$ cat config.mk
export PLATFORM = sky130hd
export DESIGN_NAME = wta_disparity_select
export DESIGN_NICKNAME = d
export VERILOG_FILES = /design/src/rtl/wta_disparity_select_pkg.sv /design/src/rtl/wta_min2_update.sv /design/src/rtl/wta_disparity_select.sv
export SDC_FILE = /design/constraint.sdc
export NUM_CORES = 1
export LEC_CHECK = 0
export CAP_MARGIN = 10
export CORE_AREA = 4 4 81 83
export CTS_CLUSTER_SIZE = 20
export DETAILED_ROUTE_END_ITERATION = 10
export DIE_AREA = 0 0 85 87
export DONT_BUFFER_PORTS = 1
export PLACE_DENSITY = 0.75
export SETUP_SLACK_MARGIN = 0.4
export SYNTH_ARGS = -nofsm -noshare
export SYNTH_HDL_FRONTEND = slang
export SYNTH_HIERARCHICAL = 1
export SYNTH_SLANG_ARGS = --single-unit
$ cat constraint.sdc
create_clock -name clock -period 10.8 [get_ports clock]
set_input_delay 1.08 -clock clock [delete_from_list [all_inputs] [get_ports clock]]
set_output_delay 1.08 -clock clock [all_outputs]
set_load 0.01 [all_outputs]
$ cat src/rtl/wta_disparity_select_pkg.sv
// Shared depth-pipeline constants for the winner-take-all disparity stage.
package wta_disparity_select_pkg;

  localparam int COST_W_DEF      = 9;   // adder sum width: 8-bit operands plus carry
  localparam int NUM_DISP_DEF    = 16;
  localparam int DISP_W_DEF      = 4;   // clog2(NUM_DISP_DEF)
  localparam int UNIQ_MARGIN_DEF = 4;

  // Largest representable cost; used as the "no candidate yet" value.
  localparam logic [COST_W_DEF-1:0] COST_MAX = '1;

endpackage

$ cat src/rtl/wta_min2_update.sv
// One-beat best/second-best update. Strict less-than keeps the lower
// disparity on ties, so the first occurrence of the minimum wins.
module wta_min2_update
  import wta_disparity_select_pkg::*;
#(
  parameter int COST_W = COST_W_DEF,
  parameter int DISP_W = DISP_W_DEF
) (
  input  logic              first,
  input  logic [DISP_W-1:0] disp,
  input  logic [COST_W-1:0] cost,
  input  logic [COST_W-1:0] best,
  input  logic [COST_W-1:0] second,
  input  logic [DISP_W-1:0] best_d,
  output logic [COST_W-1:0] best_nxt,
  output logic [COST_W-1:0] second_nxt,
  output logic [DISP_W-1:0] best_d_nxt
);

  // Fold one cost into the running minimum pair.
  always_comb begin
    best_nxt   = best;
    second_nxt = second;
    best_d_nxt = best_d;
    if (first) begin
      best_nxt   = cost;
      second_nxt = '1;
      best_d_nxt = '0;
    end else if (cost < best) begin
      second_nxt = best;
      best_nxt   = cost;
      best_d_nxt = disp;
    end else if (cost < second) begin
      second_nxt = cost;
    end
  end

endmodule

$ cat src/rtl/wta_disparity_select.sv
// Winner-take-all disparity select: consumes NUM_DISP serial costs per
// pixel and presents the winning disparity, its cost and a uniqueness flag
// on a valid/ready output. The output register is single-entry, so new
// beats are held off while an unconsumed result is blocked downstream.
module wta_disparity_select
  import wta_disparity_select_pkg::*;
#(
  parameter int COST_W      = COST_W_DEF,
  parameter int NUM_DISP    = NUM_DISP_DEF,
  parameter int DISP_W      = DISP_W_DEF,
  parameter int UNIQ_MARGIN = UNIQ_MARGIN_DEF
) (
  input  logic              clock,
  input  logic              reset,
  input  logic              cost_valid,
  input  logic              cost_sop,
  input  logic [COST_W-1:0] cost_in,
  output logic              in_ready,
  output logic              out_valid,
  input  logic              out_ready,
  output logic [DISP_W-1:0] disp_out,
  output logic [COST_W-1:0] cost_out,
  output logic              unique_out,
  output logic              sync_err
);

  localparam logic [DISP_W-1:0] LAST_D = DISP_W'(NUM_DISP - 1);
  localparam logic [COST_W-1:0] MARGIN = COST_W'(UNIQ_MARGIN);

  logic [DISP_W-1:0] disp_cnt;
  logic [DISP_W-1:0] best_d;
  logic [DISP_W-1:0] best_d_nxt;
  logic [DISP_W-1:0] k_eff;
  logic [COST_W-1:0] best;
  logic [COST_W-1:0] second;
  logic [COST_W-1:0] best_nxt;
  logic [COST_W-1:0] second_nxt;
  logic [COST_W-1:0] spread;
  logic              accept;
  logic              first_beat;
  logic              last_beat;
  logic              misaligned;

  assign in_ready   = ~(out_valid & ~out_ready);
  assign accept     = cost_valid & in_ready;
  // An SOP always restarts the pixel, wherever the counter happens to be.
  assign k_eff      = cost_sop ? '0 : disp_cnt;
  assign first_beat = (k_eff == '0);
  assign last_beat  = accept & (k_eff == LAST_D);
  assign misaligned = cost_sop ^ (disp_cnt == '0);
  // second >= best always holds, so this never wraps.
  assign spread     = second_nxt - best_nxt;

  wta_min2_update #(
    .COST_W (COST_W),
    .DISP_W (DISP_W)
  ) u_min2 (
    .first      (first_beat),
    .disp       (k_eff),
    .cost       (cost_in),
    .best       (best),
    .second     (second),
    .best_d     (best_d),
    .best_nxt   (best_nxt),
    .second_nxt (second_nxt),
    .best_d_nxt (best_d_nxt)
  );

  // Beat counter and running minimum pair; frozen while no beat is accepted.
  always_ff @(posedge clock) begin
    if (reset) begin
      disp_cnt <= '0;
      best     <= '1;
      second   <= '1;
      best_d   <= '0;
    end else if (accept) begin
      disp_cnt <= (k_eff == LAST_D) ? '0 : k_eff + 1'b1;
      best     <= best_nxt;
      second   <= second_nxt;
      best_d   <= best_d_nxt;
    end
  end

  // Result registers: load on the last beat, otherwise drop valid once consumed.
  always_ff @(posedge clock) begin
    if (reset) begin
      out_valid  <= 1'b0;
      disp_out   <= '0;
      cost_out   <= '0;
      unique_out <= 1'b0;
    end else if (last_beat) begin
      out_valid  <= 1'b1;
      disp_out   <= best_d_nxt;
      cost_out   <= best_nxt;
      unique_out <= (spread >= MARGIN);
    end else if (out_ready) begin
      out_valid  <= 1'b0;
    end
  end

  // Sticky SOP misalignment flag.
  always_ff @(posedge clock) begin
    if (reset) begin
      sync_err <= 1'b0;
    end else if (accept && misaligned) begin
      sync_err <= 1'b1;
    end
  end

endmodule

==> results.tsv, run 1 <==
metric	value	unit
outcome	finished, final reports clean	
gr-total-overflow	0	
crit_family	compound AO/OA/AOI/OAI gates	
max-cap-violations	0	
synth_edf_count	0	
drv_slew	0	
root_buffer	clkbuf_8	
final_cell_mix	52 x nand2_1, 42 x dfxtp_1, 35 x nor2_1	
antenna_left	0	
areaGrowthSynthToFinish	4.45	%
cts_buffer_depth	2	
htreeDepth	2	
crit_path_max_incr_delay	0.64	ns
place_inst	421	
drt_iter0_markers	121	
rsz0062_at_grt	false	
gp_congestion	0.904	
worst-path-buf-inv	1	
path_max_fanout	18	
yosys_warnings	6	
drive_gt1_share	7.06	%
drtPass1Iterations	4	
finClkSkew	0.0107	ns
cp.arrival	4.84	ns
min_period	4.64	ns
worst_slew_pin_slew	1.04	ns
path_depth	13	
post_cts_buffers	0	
layout_setup_ws	6.16	ns
cts.reportedPaths.clkPinSlew	0.09	ns
cts_resized	0	
r2r_end	unique_out$_SDFFE_PP0P_	
cts.sinks	42	
core	0.00585	mm²
wl_per_cell	15.5	µm
layout_commonest_cell	nand2_1	
cp-startpoint	cost_in[6]	
syn-cell-area	0.00287	mm²
required	11.01	ns
end_kind	register	
n_antenna_cell	0	
setup_violations	0	
power.total	0.000344	W
crit_chain	ha_1 > and4_1 > o21ai_2 > o211a_4 > nor3_4 > mux2_2 > inv_1 > ha_1 > a21o_1 > a21o_1 > or3_1 > a221o_1 > o31a_1	
min_period_over_period	42.9	%
syn_inst	359	
yosysSeqAreaShare	29.3	%
die_height	87	µm
irDropWorstVdd	52.4	µV
grt_usage	18.3	%
reg2reg_from	best[4]$_SDFFE_PP1P_	
synthArstFlopShare	0	%
nets	394	
slowest_stage	nor3_4	
numPortBuffers	0	
power.density	115	mW/mm²
utilization	51.2	%
die_area	0.00740	mm²
ys_types	52	
grt_start_max_net_pins	43	
cts_buffers	5	
syn-num-nets	400	
worst-r2r-setup-slack	6.46	ns
critPathKind	primary input to register	
grt_pass1_wl	11100	µm
slew_headroom	30.8	%
start_util	49.0	%
die_w	85	µm
synth_flop_cell	dfxtp_1	
worstSetupStartpointType	primary input	
clock_latency	0.31	ns
ys_ff_latch	42	
grt_pass1_vias	2267	
finalWirelength	6640	µm
fillers	549	
hold_start	best_d[0]$_SDFFE_PP0P_	
syn_avg_cell_area	7.98	µm²
max_freq	216	MHz
hp-class	register to register	
postCtsHoldBufs	0	
cts_tree	yes	
p_leak	1.41	nW
dp.final_hpwl	4860	µm
io_pins	31	
dp_slack	5.89	ns
rows	28	
worstSetupEndpoint	unique_out$_SDFFE_PP0P_	
vias	2411	
fin_cells	429	
rr_worst_depth	14	
drc_errors	0	
via_per_inst	5.62	
antenna_found_initial	0	
fin_setup_tns	0	ns
hold_viol	0	
state kept, by name, summed over array words and instances, names as in the netlist:
signal      flops
best            9
cost_out        9
second          9
best_d          4
disp_cnt        4
disp_out        4
out_valid       1
sync_err        1
unique_out      1
area by class of cell:
type	instances	area (µm²)	area share [%]
clock buffers	5	68.8	2.30
clock inverters	3	18.8	0.627
inverters	31	116	3.89
multi-input cells	270	1830	61.2
flip-flops and latches	42	841	28.1
well taps	75	93.8	3.14
repair buffers	3	22.5	0.753
power breakdown:
group / switching (W) / internal [W] / total [W] / leakage [nW]
registers: 0.00000497 / 0.000160 / 0.000165 / 0.343
logic: 0.0000422 / 0.0000315 / 0.0000736 / 1.02
clock network: 0.0000597 / 0.0000456 / 0.000105 / 0.0483
synthesized netlist by cell type (3+ instances only):
library cell	number	area, µm²
dfxtp_1	42	841
nor2b_1	3	18.8
nor2_1	35	131
mux2i_1	15	150
a21oi_1	25	125
a21o_1	7	52.6
o21ai_0	11	55.1
nand3b_1	19	143
nand2_1	52	195
nand2b_1	9	56.3
clkbuf_1	11	41.3
a22oi_1	9	67.6
inv_1	31	116
a211oi_1	4	30.0
nand3_1	6	30.0
o21a_1	4	30.0
ha_1	26	325
mux2_2	8	90.1
cells by family after synthesis:
| group | after synthesis | synth area share (%) |
|---|---|---|
| flops | 42 | 29.3 |
| simple gates | 139 | 24.1 |
| xor+xnor | 3 | 0.917 |
| mux | 24 | 8.91 |
| buf+inv | 47 | 6.72 |
| fa+ha+maj | 27 | 12.1 |
| compound gates | 77 | 18.0 |
stage by stage:
stage / instance area [µm²] / hold slack [ns]
floorplan: 2870 / 0.437
global placement: 2910 / 0.438
detailed placement: 2910 / 0.445
CTS: 2990 / 0.458
global route: 2990 / 0.481
finish: 2990 / 0.458
worst min path at each step:
stage | end | slack, ns | cells past startpoint
2_1_floorplan | best_d[0]$_SDFFE_PP0P_ | 0.44 | 2
3_3_place_gp | best_d[1]$_SDFFE_PP0P_ | 0.44 | 2
3_5_place_dp | best_d[0]$_SDFFE_PP0P_ | 0.44 | 2
4_1_cts | best_d[0]$_SDFFE_PP0P_ | 0.46 | 2
5_1_grt | best_d[3]$_SDFFE_PP0P_ | 0.48 | 2
6_report | best_d[0]$_SDFFE_PP0P_ | 0.46 | 2
metal layers:
metal,GRT usage (%),routed length [µm],up-vias
met2,30.2,3090,36
met5,0,0,-
met3,3.88,281,4
li1,-,-,1234
met4,4.32,66,0
met1,24.6,3200,1137
worst register-to-register path, delay by kind of cell, from the launching register on:
kind                       cells  cell delay (ns)
DFF                            1             0.40
AOI/OAI and AO/OA              6             1.47
and+or+nand+nor                3             1.20
adders and majority gates      2             0.61
muxes                          1             0.43
buffers and inverters          2             0.14
(Power assumes the default switching activity.)
==> inputs of run 2 (changes only) <==
==> constraint.sdc (replaced) <==
create_clock -name clock -period 4.35 [get_ports clock]
set_input_delay 0.435 -clock clock [delete_from_list [all_inputs] [get_ports clock]]
set_output_delay 0.435 -clock clock [all_outputs]
set_load 0.01 [all_outputs]
==> results.tsv, run 2 (synthesis results as in run 1) <==
metric	value	unit	change
wl_met2	3240	µm	+4.9%
cp.arrival	4.02	ns	-0.82 ns
p_sw	0.000266	W	+150%
antenna_left	0		unchanged
finClkSkew	0.00731	ns	-0.00337 ns
wl_per_cell	15.5	µm	about the same
die_height	87	µm	unchanged
clock_latency	0.30	ns	about the same
die_area	0.00740	mm²	unchanged
final_cell_mix	51 x nand2_1, 41 x dfxtp_1, 35 x nor2_1		
irDropWorstVdd	168	µV	+220%
power.share.sequential	46.5	%	-1.5 points
cts_buffer_depth	2		unchanged
core	0.00585	mm²	unchanged
hp-class	primary input to register		
htreeDepth	2		unchanged
gp_congestion	0.911		+0.76%
max_freq	261	MHz	
die_w	85	µm	unchanged
max-cap-violations	0		unchanged
slew_headroom	32.2	%	+1.4 points
drc_errors	0		unchanged
drv_slew	0		unchanged
final_cell_area	0.00309	mm²	+3.1%
rr_worst_depth	16		+2
antenna_found_initial	0		unchanged
finalWirelength	6780	µm	+2.1%
top_layer	met4		
hold_ws	0.193	ns	-0.265 ns
cts.reportedPaths.clkPinSlew	0.09	ns	about the same
min_period_over_period	88.1	%	
cts_tree	yes		
drtPass1Iterations	5		+1
grt_start_max_net_pins	43		unchanged
r2r_end	unique_out$_SDFFE_PP0P_		
dp.final_hpwl	4990	µm	+2.8%
dr_wl_met3	361	µm	+28%
worstSetupStartpointType	register		
nets	403		+2.3%
setup_violations	0		unchanged
cts_buffers	5		unchanged
vias	2447		+1.5%
cp-startpoint	best[4]$_SDFFE_PP1P_		
end_kind	register		
grt_usage	18.4	%	+0.11 points
p_leak	1.45	nW	+3.2%
clkPwrFrac	30.9	%	+0.3 points
grt_pass1_wl	11200	µm	+1.1%
rsz0062_at_grt	false		
root_buffer	clkbuf_8		
wl_met1	3100	µm	-3.1%
reg2reg_from	best[4]$_SDFFE_PP1P_		
start_util	49.0	%	unchanged
min_period	3.83	ns	
grt_pass1_vias	2362		+4.2%
layout_commonest_cell	nand2_1		
critPathKind	register to register		
via_per_inst	5.59		-0.59%
numPortBuffers	0		unchanged
io_pins	31		unchanged
dp_slack	0.370	ns	-5.52 ns
layout_setup_ws	0.516	ns	-5.65 ns
rows	28		unchanged
areaGrowthSynthToFinish	7.73	%	
worst-r2r-setup-slack	0.52	ns	-5.94 ns
sw_frac_of_total	30.3	%	-0.80 points
internal_power	0.000613	W	+160%
outcome	finished, final reports clean		
cts.sinks	42		unchanged
combinationalPowerShare	22.6	%	+1.2 points
reg_top3	best (9), cost_out (9), second (9)		
drive_gt1_share	10.7	%	+3.7 points
required	4.54	ns	-6.47 ns
gr-total-overflow	0		unchanged
n_antenna_cell	0		unchanged
worst_slew_pin_slew	1.02	ns	-0.0182 ns
worstSetupEndpoint	unique_out$_SDFFE_PP0P_		
power.density	285	mW/mm²	+150%
path_max_fanout	4		-14
hold_viol	0		unchanged
placed_cell_area	0.00294	mm²	+1.0%
drt_iter0_markers	176		+45%
fin_setup_tns	0	ns	unchanged
run 2: per-layer routing:
layer | up-vias | global-route usage, %
met4 | 0 | 5.04
met2 | 52 | 30.7
met1 | 1135 | 24.5
li1 | 1253 | -
met5 | - | 0
met3 | 7 | 3.31
run 2: worst min path at each step:
| stage | start | to | cells past startpoint |
|---|---|---|---|
| final | reset | disp_cnt[1]$_SDFFE_PP0P_ | 1 |
| after floorplan | best_d[0]$_SDFFE_PP0P_ | best_d[0]$_SDFFE_PP0P_ | 2 |
| after global placement | best_d[1]$_SDFFE_PP0P_ | best_d[1]$_SDFFE_PP0P_ | 2 |
| after global routing | reset | disp_cnt[2]$_SDFFE_PP0P_ | 1 |
| after detailed placement | best_d[0]$_SDFFE_PP0P_ | best_d[0]$_SDFFE_PP0P_ | 2 |
| after CTS | reset | disp_cnt[1]$_SDFFE_PP0P_ | 1 |
run 2: what timing repair did:
action | 4_1_cts | 5_1_grt
endpoints found under the hold margin | 0 | 0
hold buffers | 0 | 0
setup buffers | 0 | 5
resized for setup | 1 | 5
pin swaps | 1 | 3
endpoints found under the setup margin | 1 | 1
run 2: area by class of cell:
cell class / count / area [µm²]
fill: 551 / 2760
multi-input combinational: 270 / 1850
sequential: 42 / 842
inverter: 31 / 116
timing repair buffer: 12 / 93.8
tap: 75 / 93.8
clock buffer: 6 / 82.6
clock inverter: 2 / 12.5
run 2: power by group through the flow:
stage	Combinational (W)	Sequential, W	Clock [W]
6_report	0.000199	0.000409	0.000272
5_1_grt	0.000221	0.000411	0.000292
4_1_cts	0.000187	0.000409	0.000275
3_5_place_dp	0.000185	0.000418	0
3_3_place_gp	0.000179	0.000417	0
2_1_floorplan	0.000153	0.000415	0
run 2: stage by stage:
step	power (W)	util (%)	cells
finish	0.000880	52.8	438
global route	0.000925	52.8	438
CTS	0.000871	51.8	433
detailed placement	0.000603	50.2	425
global placement	0.000596	50.2	425
floorplan	0.000568	-	359
run 2: critical path, cell delays in order, from the launching register on:
cell      delay, ns
dfxtp_1        0.37
inv_1          0.05
ha_1           0.30
a211o_2        0.33
o211ai_1       0.14
o211a_4        0.24
nor3_4         0.06
buf_4          0.17
mux2_2         0.26
ha_1           0.19
inv_1          0.07
fa_2           0.37
a21oi_2        0.15
nor2_1         0.06
or3_1          0.31
a221o_1        0.36
o31a_1         0.29
